===== config.mk =====
export PLATFORM = sky130hd
export DESIGN_NAME = axi_ar_fifo
export DESIGN_NICKNAME = d
export VERILOG_FILES = /design/src/rtl/axi_ar_fifo.sv
export SDC_FILE = /design/constraint.sdc
export NUM_CORES = 1
export LEC_CHECK = 0
export CORE_UTILIZATION = 50
export CTS_BUF_LIST = sky130_fd_sc_hd__clkbuf_8
export CTS_CLUSTER_SIZE = 12
export DETAILED_ROUTE_END_ITERATION = 16
export PLACE_DENSITY = 0.75
export SETUP_SLACK_MARGIN = 0.05
export SLEW_MARGIN = 20
export SYNTH_ARGS = -nofsm -noshare
export SYNTH_HDL_FRONTEND = slang
export SYNTH_SLANG_ARGS = --single-unit
export TNS_END_PERCENT = 30

===== constraint.sdc =====
create_clock -name clk -period 5.5 [get_ports clk]
set_clock_uncertainty 0.2 [all_clocks]
set_input_delay 0.825 -clock clk [delete_from_list [all_inputs] [get_ports clk]]
set_output_delay 0.825 -clock clk [all_outputs]
set_load 0.1 [all_outputs]

===== src/rtl/axi_ar_fifo.sv =====
`default_nettype none
// ============================================================================
// Module      : axi_ar_fifo
// Description : Synchronous FIFO holding accepted AR requests.
//               clk    - clock
//               rst_n  - synchronous active-low reset (empties the queue)
//               push   - write din (ignored when full)
//               pop    - drop head entry (ignored when empty)
//               din    - entry to store
//               dout   - head entry (valid while !empty)
//               full   - occupancy == DEPTH
//               empty  - occupancy == 0
// Revision    : 1.0 - initial release
// ============================================================================
module axi_ar_fifo #(
    parameter int WIDTH = 45,
    parameter int DEPTH = 4
) (
    input  logic             clk,
    input  logic             rst_n,
    input  logic             push,
    input  logic             pop,
    input  logic [WIDTH-1:0] din,
    output logic [WIDTH-1:0] dout,
    output logic             full,
    output logic             empty
);

    localparam int c_PTR_W = $clog2(DEPTH);

    logic [WIDTH-1:0]   r_mem [DEPTH];
    logic [c_PTR_W-1:0] r_wr_ptr;
    logic [c_PTR_W-1:0] r_rd_ptr;
    logic [c_PTR_W:0]   r_count;
    logic               w_do_push;
    logic               w_do_pop;

    assign full      = (r_count == (c_PTR_W+1)'(DEPTH));
    assign empty     = (r_count == '0);
    assign w_do_push = push && !full;
    assign w_do_pop  = pop && !empty;
    assign dout      = r_mem[r_rd_ptr];

    always_ff @(posedge clk) begin
        if (w_do_push) begin
            r_mem[r_wr_ptr] <= din;
        end
    end

    always_ff @(posedge clk) begin
        if (!rst_n) begin
            r_wr_ptr <= '0;
            r_rd_ptr <= '0;
            r_count  <= '0;
        end else begin
            if (w_do_push) begin
                r_wr_ptr <= r_wr_ptr + 1'b1;
            end
            if (w_do_pop) begin
                r_rd_ptr <= r_rd_ptr + 1'b1;
            end
            case ({w_do_push, w_do_pop})
                2'b10:   r_count <= r_count + 1'b1;
                2'b01:   r_count <= r_count - 1'b1;
                default: r_count <= r_count;
            endcase
        end
    end

endmodule
`default_nettype wire


# --- Yosys cells after proc, flatten, opt, wreduce, memory -nomap -nowiden ---
# Memory sizes are Yosys's and may differ from the RTL's. A register that Yosys moved wholly into a read port is not among the register bits.
# Cells that the tools add are included.
op_classes:
  reduce_logical: 6
  eq_ne: 3
  addsub: 4
  muxes: 5
ops:
  columns: ["op", "n"]
  rows:
  - ["$pmux W3 S2", 1]
  - ["$add A2 B1 Y2 const B", 2]
  - ["$mux W2", 2]
  - ["$add A3 B1 Y3 const B", 1]
  - ["$eq A3 B3 Y1 const B", 1]
  - ["$logic_not A3 Y1", 1]
  - ["$sub A3 B1 Y3 const B", 1]
  - ["$eq A2 B1 Y1 const B", 1]
  - ["$eq A2 B2 Y1 const B", 1]
  - ["$logic_and A1 B1 Y1", 2]
  - ["$logic_not A1 Y1", 2]
  - ["$mux W1", 2]
  - ["$reduce_bool A2 Y1", 1]
totals:
  output_inout_bits: 47
  wordCells: 22
  register_bits: 7
  ramBits: 180
  input_bits: 49
  n_memories: 1
mem_list:
  columns: ["memory", "depth", "width", "read_ports", "rd_clocked_by_memory_dff", "wr", "line", "text"]
  rows:
  - ["r_mem", 4, 45, 1, 1, 1, "31", "logic [WIDTH-1:0] r_mem [DEPTH];"]

# --- Depth between registers and ports, before layout ---
logic_depth:
  word_depth: 5
  ltp_mapped: 10
  mapped_depth_nobuf: 9

# --- Worst setup path after synthesis ---
# Ideal clock, no wire load.
synth_path:
  kind: "register to register"
  startpoint: "reg r_count[2]"
  endpoint: "reg r_count[2]"
  arrival_ns: 3.066
  required_ns: 5.230
  period_less_slack_ns: 3.336
  stages_incl_launch_ff: 11
  setup_ns: 0.070
  slack_ns: 2.164
  cell_sequence: "dfxtp_1 nor3b_2 nor2b_1 buf_2 inv_2 ha_1 inv_1 fa_1 xor2_1 or3_1 a21boi_1"
synth_between:
  elab_chain_cells: 5
  word_cells_on_any_way: 12
  classes_between: "add/sub (2); eq/ne (3); mux (1); reduce/logical (6)"
synth_lines:
  columns: ["item", "line", "text"]
  rows:
  - ["start: declaration", "34", "logic [c_PTR_W:0] r_count;"]
  - ["start signal: assignment", "63", "2'b10: r_count <= r_count + 1'b1;"]
  - ["start signal: assignment", "64", "2'b01: r_count <= r_count - 1'b1;"]
  - ["start signal: assignment", "65", "default: r_count <= r_count;"]
  - ["$eq A3 B3 Y1 (*)", "38", "assign full = (r_count == (c_PTR_W+1)'(DEPTH));"]
  - ["via full", "25", "output logic full,"]
  - ["$logic_not A1 Y1 (*)", "40", "assign w_do_push = push && !full;"]
  - ["$logic_and A1 B1 Y1 (*)", "40", null]
  - ["$eq A2 B1 Y1 / $eq A2 B2 Y1 (equally long branches)", "62", "case ({w_do_push, w_do_pop})"]
  - ["$pmux W3 S2 / $reduce_bool A2 Y1 (equally long branches)", null, null]
# Mark *: on every way through the listed nets, which the timed path passes. The rest lies on a longest branch.
# A chain may end at the register's enable or synchronous reset.

==> metrics <==
status finished clean; critical path arrival 3110 ps; Synth top area share 76.9%; Worst-Skew Late Latency 450 ps; Startpoint Class flop; fmax 0.242 GHz; post-synth top area cell edfxtp_1; share of the yosys chip area belonging to registers 79.5%; post-route setup TNS 0 ps; # setup viols final 0; Die X 121 um; vias per cell 5.43; Post-CTS Hold Fix Bufs 0; Initial Utilization 52.3%; syn nets 344; initial antenna violation count 1; Num CTS Buffers 17; peak supply drop 0.000487 V; Resized Gates After CTS 0; pin count of the biggest net entering global routing 46; Final Cell Area 8470 um2; Static Leakage 2.68 nW; clk slew on worst S/H paths 80 ps; synth-to-layout area growth 20.5%; Iter 0 DRT Violations 267; DRC 0; hpwl dp 6870 um; share of layout cells above drive strength 1 20.3%; Final Critical Period 4140 ps; total gr overflow 0; Final Net Count 451; #FFs+latches synth 189; Antenna Violating Nets Remaining 0; H-tree depth 4; gpl congestion 0.704; CTS sink count 189; Util after Layout 63.0%; Worst Path Required 4470 ps; Post-Synthesis Cell Area 7030 um2; Syn Area/Cell 24.3 um2; Hold Vio Cnt, Final 0; total track usage 16.8%; CTS max path bufs 2; Total Wirelength 11300 um; routed vias 3174; post-place instance area 8120 um2; ranking of synthesized cells by area edfxtp_1 (77%), mux4_2 (14%), dfxtp_1 (2.6%), buf_12 (1.1%), ha_1 (0.89%); PD cells 537 nW/um2; TritonRoute pass-1 iters 4; Slew Viols, Final 0; CP endpoint kind output pin; Worst Hold Class reg -> reg; first-pass GRT wire length 17400 um; Cell variety after synth 24; Hold WS 287 ps; Fillers 974; core area 13500 um2; crit path max fanout 33; Warnings, synthesis 0; Std-Cell Rows 42; Tcrit/Tclk final 75.2%; Setup CP Type reg -> out; CTS tree yes; n_diodes 0; vias in the first global route 3253; Syn Inst Count 289; total power 0.00455 W; IO Pins 96; MaxCap Viol Count 0; clk root buf clkbuf_8; Slew headroom 32.4%; die area 14500 um2; RSZ-0062 raised after global routing false; die height 121 um; wire length per cell 19.3 um; Post-CTS Setup Inserts 0; port bufs 95; Worst Max-Slew Pin Slew 1010 ps
[area by class of cell]
cell class	instances	area [um2]	area share (%)
Tap cell	176	220	2.60
Inverter	6	22.5	0.266
Clock inverter	14	114	1.34
Clock buffer	17	234	2.76
Sequential cell	189	5590	66.0
Multi-Input combinational cell	82	1300	15.4
Timing Repair Buffer	100	988	11.7
[kinds of logic (layout without fill, tap and decap cells)]
| kind of cell | Yosys count | in the layout | synth area share [%] |
|---|---|---|---|
| AOI/OAI and AO/OA | 7 | 7 | 0.569 |
| xor gates and xnor gates | 2 | 2 | 0.249 |
| adders and majority gates | 6 | 6 | 1.17 |
| buffers and inverters | 18 | 137 | 2.10 |
| DFF | 189 | 189 | 79.5 |
| muxes | 47 | 47 | 14.7 |
| and+or+nand+nor | 20 | 20 | 1.74 |
[layer usage]
layer / global-route usage, % / wire length (um) / vias up
li1: - / - / 1417
met1: 23.1 / 4960 / 1650
met2: 26.1 / 5540 / 94
met3: 4.20 / 586 / 13
met4: 6.94 / 183 / 0
met5: 0 / 0 / -
[worst max-delay path, stage by stage, from the launching register on]
cell	delay, ps
dfxtp_2	910
buf_4	370
mux4_2	250
clkdlybuf4s50_1	1140
[through the flow]
step | instances | setup slack (ps)
after floorplan | 289 | 2160
after global placement | 553 | 1790
after detailed placement | 553 | 1800
after CTS | 584 | 1280
after global routing | 584 | 1210
final | 584 | 1360
[flip-flops by register name (all words and copies together) (netlist names), named ones only]
name and cells:
r_count 3, r_mem 180, r_wr_ptr 2, r_rd_ptr 2
[final timing paths]
kind	startpoint	endpoint	slack [ps]	cells past startpoint
setup / recovery	flop	dout[9]	1360	3
hold reg to reg	r_rd_ptr[0]	flop	290	2
hold / removal	r_rd_ptr[0]	flop	290	2
setup reg to reg	r_count[2]	r_mem[0][32]	2750	4
[placed cells by master, fill, tap and decap left out, drive strengths merged]
cell,synthesis,layout
xor2,1,1
edfxtp,180,180
clkbuf,2,17
clkdlybuf4s50,0,95
xnor2,1,1
nor2b,2,2
o21ai,5,5
or3,2,2
nand2,7,7
inv,6,10
clkinvlp,0,1
nor3,1,1
nor3b,1,1
dfxtp,9,9
buf,10,5
bufinv,0,2
mux4,45,45
fa,1,1
clkinv,0,7
and2,6,6
ha,5,5
nand4bb,1,1
a21boi,2,2
mux2i,2,2
[Yosys cell counts]
cell,instances
or3_1,2
xnor2_1,1
dfxtp_1,9
clkbuf_2,1
mux2i_1,2
nand4bb_1,1
nor3b_2,1
a21boi_1,2
o21ai_0,5
inv_2,1
fa_1,1
clkbuf_1,1
mux4_2,45
edfxtp_1,180
nor3_2,1
ha_1,5
nor2b_1,2
buf_6,1
and2_1,6
buf_2,5
xor2_1,1
buf_12,4
inv_1,5
nand2_1,7
[report_power, final]
part / switching (W) / leakage (nW) / internal, W / total, W
Combinational: 0.00134 / 0.761 / 0.000531 / 0.00187
Sequential: 0.000130 / 1.73 / 0.00174 / 0.00187
Clock: 0.000427 / 0.192 / 0.000386 / 0.000812
Total: 0.00189 / 2.68 / 0.00265 / 0.00455
Note: power is estimated with default switching activity, not from simulation.
